File: config.mk
export PLATFORM = sky130hd
export DESIGN_NAME = instruction_fetch
export DESIGN_NICKNAME = d
export VERILOG_FILES = /design/src/rtl/instruction_fetch_pkg.sv /design/src/rtl/instruction_fetch_if_id_reg.sv /design/src/rtl/instruction_fetch.sv
export SDC_FILE = /design/constraint.sdc
export NUM_CORES = 1
export LEC_CHECK = 0
export ABC_AREA = 1
export CORE_ASPECT_RATIO = 1.25
export CORE_MARGIN = 1
export CORE_UTILIZATION = 30
export DETAILED_ROUTE_END_ITERATION = 16
export GPL_ROUTABILITY_DRIVEN = 0
export PLACE_DENSITY = 0.56
export RECOVER_POWER = 100
export SYNTH_ARGS = -nofsm -noshare
export SYNTH_HDL_FRONTEND = slang
export SYNTH_HIERARCHICAL = 1
export SYNTH_SLANG_ARGS = --single-unit
File: constraint.sdc
create_clock -name clk -period 4.7 [get_ports clk]
set_input_delay 1.41 -clock clk [delete_from_list [all_inputs] [get_ports clk]]
set_output_delay 1.41 -clock clk [all_outputs]
set_load 0.02 [all_outputs]
File: src/rtl/instruction_fetch_pkg.sv
// Shared pipeline constants, IF/ID register layout and fetch-step decode.
// Latency: n/a (types, constants and pure functions only).
// Backpressure: n/a; stall/redirect priority is resolved by fetch_op().
package instruction_fetch_pkg;

  localparam logic [31:0] RESET_PC_DEFAULT  = 32'h0000_0000;
  localparam logic [31:0] NOP_INSTR_DEFAULT = 32'h0000_0013;  // addi x0,x0,0
  localparam logic [31:0] PC_INCR           = 32'd4;

  // What the fetch stage does on a given clock edge, in priority order.
  typedef enum logic [1:0] {
    FETCH_RESET    = 2'd0,
    FETCH_REDIRECT = 2'd1,
    FETCH_STALL    = 2'd2,
    FETCH_SEQ      = 2'd3
  } fetch_op_t;

  typedef struct packed {
    logic [31:0] instr;
    logic [31:0] pc;
    logic [31:0] pc_plus4;
    logic        valid;
  } if_id_t;

  // Reset beats redirect beats stall; a redirect squashes even a stalled fetch
  // because the instruction sitting at PC is on the wrong path.
  function automatic fetch_op_t fetch_op(input logic reset,
                                         input logic redirect,
                                         input logic stall);
    if (reset)         return FETCH_RESET;
    else if (redirect) return FETCH_REDIRECT;
    else if (stall)    return FETCH_STALL;
    else               return FETCH_SEQ;
  endfunction

  // Instruction addresses are always word aligned.
  function automatic logic [31:0] align_word(input logic [31:0] addr);
    return {addr[31:2], 2'b00};
  endfunction

endpackage

File: src/rtl/instruction_fetch_if_id_reg.sv
// IF/ID pipeline register: captures the fetched instruction or a bubble.
// Latency: one cycle from imem read data to if_id outputs.
// Backpressure: holds on FETCH_STALL; redirect/reset load a NOP bubble.
module instruction_fetch_if_id_reg
  import instruction_fetch_pkg::*;
#(
  parameter logic [31:0] NOP_INSTR = NOP_INSTR_DEFAULT
) (
  input  logic        clk,
  input  fetch_op_t   op,
  input  logic [31:0] instr,
  input  logic [31:0] pc,
  input  logic [31:0] pc_plus4,
  output if_id_t      if_id
);

  // Load, bubble or hold the IF/ID contents according to the fetch step.
  always_ff @(posedge clk) begin
    unique case (op)
      FETCH_RESET: begin
        if_id.instr    <= NOP_INSTR;
        if_id.pc       <= 32'h0;
        if_id.pc_plus4 <= 32'h0;
        if_id.valid    <= 1'b0;
      end
      FETCH_REDIRECT: begin
        // pc fields are loaded anyway; decode ignores them while valid is low
        if_id.instr    <= NOP_INSTR;
        if_id.pc       <= pc;
        if_id.pc_plus4 <= pc_plus4;
        if_id.valid    <= 1'b0;
      end
      FETCH_STALL: begin
        if_id <= if_id;
      end
      default: begin
        if_id.instr    <= instr;
        if_id.pc       <= pc;
        if_id.pc_plus4 <= pc_plus4;
        if_id.valid    <= 1'b1;
      end
    endcase
  end

endmodule

File: src/rtl/instruction_fetch.sv
// Fetch stage: PC register, imem address, IF/ID register and fetch counter.
// Latency: instruction at PC reaches IF/ID one cycle later; redirect costs one bubble.
// Backpressure: stall holds PC and IF/ID; redirect overrides stall.
module instruction_fetch
  import instruction_fetch_pkg::*;
#(
  parameter logic [31:0] RESET_PC  = RESET_PC_DEFAULT,
  parameter logic [31:0] NOP_INSTR = NOP_INSTR_DEFAULT
) (
  input  logic        clk,
  input  logic        reset,
  input  logic        stall,
  input  logic        redirect,
  input  logic [31:0] redirect_target,
  output logic [31:0] imem_addr,
  input  logic [31:0] imem_instr,
  output logic [31:0] if_id_instr,
  output logic [31:0] if_id_pc,
  output logic [31:0] if_id_pc_plus4,
  output logic        if_id_valid,
  output logic [31:0] fetch_count
);

  logic [31:0] pc_q;
  logic [31:0] pc_plus4;
  fetch_op_t   op;
  if_id_t      if_id;

  // The memory sees the PC register directly; it aliases high addresses itself.
  assign imem_addr = pc_q;
  assign pc_plus4  = pc_q + PC_INCR;  // wraps naturally modulo 2^32
  assign op        = fetch_op(reset, redirect, stall);

  // Advance, redirect, hold or reset the program counter.
  always_ff @(posedge clk) begin
    unique case (op)
      FETCH_RESET:    pc_q <= RESET_PC;
      FETCH_REDIRECT: pc_q <= align_word(redirect_target);
      FETCH_STALL:    pc_q <= pc_q;
      default:        pc_q <= pc_plus4;
    endcase
  end

  // Count only real instructions entering IF/ID, i.e. sequential fetch steps.
  always_ff @(posedge clk) begin
    unique case (op)
      FETCH_RESET: fetch_count <= 32'h0;
      FETCH_SEQ:   fetch_count <= fetch_count + 32'd1;
      default:     fetch_count <= fetch_count;
    endcase
  end

  instruction_fetch_if_id_reg #(
    .NOP_INSTR (NOP_INSTR)
  ) u_if_id_reg (
    .clk      (clk),
    .op       (op),
    .instr    (imem_instr),
    .pc       (pc_q),
    .pc_plus4 (pc_plus4),
    .if_id    (if_id)
  );

  assign if_id_instr    = if_id.instr;
  assign if_id_pc       = if_id.pc;
  assign if_id_pc_plus4 = if_id.pc_plus4;
  assign if_id_valid    = if_id.valid;

endmodule

==> out/metrics.csv <==
stage,metric,value,unit
setup_path,cpLargestDelayFamily,buffers and inverters,
pwr,power,3.95,mW
synth,synth_cell_types,31,
routing,finalWirelength,21.2,mm
clock_tree,cts_setup_buffers,0,
layout,n_fill_cell,2628,
setup_path,cpMaxStageDelayCell,clkbuf_2,
synth,syn_inst,845,
synth,synth_top_flop_cell,edfxtp_1,
routing,drc_errors,0,
synth,synth_area_leaders,"edfxtp_1 (60%), nand2_1 (12%), nor2_1 (7.1%)",
min_path,hp-class,reg2reg,
clock_tree,cts_resized,0,
routing,firstDrtPassIters,4,
timing,skew,7.81,ps
clock_tree,htree_num_levels,4,
timing,hold_viol_final,0,
layout,drive_above_1_share,0.0667,
synth,yosys_warnings,6,
setup_path,crit_fanout,31,
synth,synth-seq-cells,159,
setup_path,cp.arrival,3990,ps
routing,drt_iter0_drc,264,
die,io-pin-count,229,
clock_tree,cts_buffers,17,
layout,syn_to_final_growth,40.5,%
grt,antenna_found_initial,0,
pwr,power_density,353,nW/µm²
pwr,power_leakage,4.90,nW
clock_tree,cts_tree,done,
setup_path,required,4760,ps
timing,period_share,0.837,
synth,syn_area_per_cell,9.42,µm²
setup_path,critPathKind,in2reg,
outcome,status,"finished, violations left",
placed_design,io_buffers,224,
grt,grt_pass1_wl,32.6,mm
die,row_count,66,
synth,ys_async_sr_fraction,0,
grt,grt_pass1_vias,5779,
placed_design,placedCellCount,1402,
timing,rsz0062_at_grt,false,
timing,drv_slew,65,
clock_tree,path_clk_slew,60,ps
run,cap_violations,1,
timing,period_needed,3940,ps
die,die-area,27200,µm²
die,die_h,184,µm
timing,fmaxAchievable,0.254,GHz
die,core-area,26000,µm²
clock_tree,clk_latency,430,ps
setup_path,path_buf_inv,4,
die,start_util,0.306,
synth,synth_edf_count,159,
setup_path,critPathLaunchType,primary input,
synth,synth_top_cell_by_area,edfxtp_1,
synth,ys_seq_area_frac,0.600,
setup_path,critPathCaptureType,register,
pwr,vdd_ir_drop_max,244,µV
die,dieWidth,148,µm
routing,ant_nets,0,
timing,hold_ws,619,ps
synth,synth_top_cell_area_share,0.600,
grt,grt-ovfl-total,0,
layout,antenna_cells,0,
layout,final_cells,1434,
timing,max_slew_margin,-0.0699,
timing,setup_tns,0,ps
outcome,violations,"capacitance limit, slew limit",
setup_path,cp_common_cell,inv_1,
synth,syn_area,7960,µm²
layout,multi_input_area,2570,µm²
routing,routed_via_density,4.24,
clock_tree,root_buffer,clkbuf_16,
routing,vias,6073,
grt,grt_max_degree,65,
layout,regArea,4770,µm²
clock_tree,cts_sinks,159,
clock_tree,clockBufferDepth,2,
routing,wl_per_cell,14.8,µm
setup_path,cp_slowest_stage_delay,700,ps
placed_design,dp_hpwl,15.4,mm
clock_tree,cts_hold_buf,0,
layout,final_nets,1153,
grt,grt_use_total,0.160,
setup_path,path_cells,dlygate4sd3_1 > inv_1 > a21oi_1 > inv_1 > nand2_4 > clkbuf_2,
timing,tightest_slew,1600,ps
timing,finalSetupViolations,0,
## power breakdown
part | total (mW) | switching (mW) | leakage, nW | internal (mW)
combinational | 0.669 | 0.391 | 2.86 | 0.278
clock | 1.47 | 0.583 | 0.288 | 0.886
sequential | 1.82 | 0.0980 | 1.76 | 1.72
total | 3.95 | 1.07 | 4.90 | 2.88
## cell usage in the layout (no fill, tap or decap), drive strengths merged, types with 5 or more instances in the layout
cell           count
o21ai              5
nor3               5
a21oi             17
nor2             169
clkdlybuf4s50     64
edfxtp           159
nand3b            13
clkbuf            24
xnor2              8
nand2            268
nand3             16
inv              135
conb               6
clkinv             5
dlygate4sd3      160
xor2              13
## cells by family (layout without fill, tap and decap cells)
group / Yosys count / count (layout) / share of synthesized area
AND/OR/NAND/NOR: 475 / 475 / 0.261
flip-flops: 159 / 159 / 0.600
buffers and inverters: 154 / 398 / 0.0806
adder cells (fa/ha/maj): 4 / 4 / 0.00629
AO/OA/AOI/OAI: 31 / 31 / 0.0226
other: 1 / 6 / 0.000471
XOR/XNOR: 21 / 21 / 0.0297
## final cells by class
class,instances,area share
Tap cell,340,0.0380
Clock buffer,17,0.0380
Timing Repair Buffer,233,0.206
Multi-Input combinational cell,537,0.230
Sequential cell,159,0.427
Clock inverter,15,0.0172
Inverter,133,0.0446
## worst reg2reg max path: cells and delay by family (launching register included)
kind	cells	cell delay [ps]
adders and majority gates	1	190
DFF	1	390
and+or+nand+nor	7	1010
## layer usage
| metal | wire (µm) | part of all wire | track usage |
|---|---|---|---|
| met2 | 10700 | 0.50 | 0.275 |
| met1 | 8730 | 0.41 | 0.190 |
| met4 | 290 | 0.014 | 0.0507 |
| met5 | 0 | 0 | 0 |
| met3 | 1500 | 0.071 | 0.0493 |
## synth_stat cells (2+ instances only)
master,count
nand4_1,2
nand2_4,3
and2_1,2
nor2_8,5
xnor2_1,8
nand3b_1,13
nand3_1,16
o21ai_0,5
buf_4,3
buf_2,6
buf_6,6
nor2_2,6
nand2_1,259
xor2_1,6
nand2_2,5
a21oi_1,17
nor3_1,5
nor2_4,8
nor2_1,150
ha_1,4
clkbuf_1,6
edfxtp_1,159
inv_1,132
a31oi_1,2
a22o_1,4
o21a_1,2
xor2_2,7
## registers in the layout, indices dropped and copies added (netlist names)
name / flops
u_if_id_reg/if_id: 97
fetch_count: 32
imem_addr: 30
## final timing paths
path,from,endpoint,slack (ps),cells after the start
min reg2reg,fetch_count[0],fetch_count[0],620,1
max reg2reg,fetch_count[0],fetch_count[26],2880,8
min,fetch_count[0],fetch_count[0],620,1
max,redirect,u_if_id_reg/if_id[39],760,6
## per-stage QoR
| step | instance area, µm² | setup slack (ps) | utilization |
|---|---|---|---|
| 6_report | 11200 | 765 | 0.430 |
| 4_1_cts | 11200 | 1090 | 0.432 |
| 2_1_floorplan | 7980 | 9.45 | - |
| 3_5_place_dp | 10600 | 620 | 0.408 |
| 3_3_place_gp | 10600 | 684 | 0.408 |
| 5_1_grt | 11200 | 553 | 0.430 |
Power figures use the tool's default switching activity.
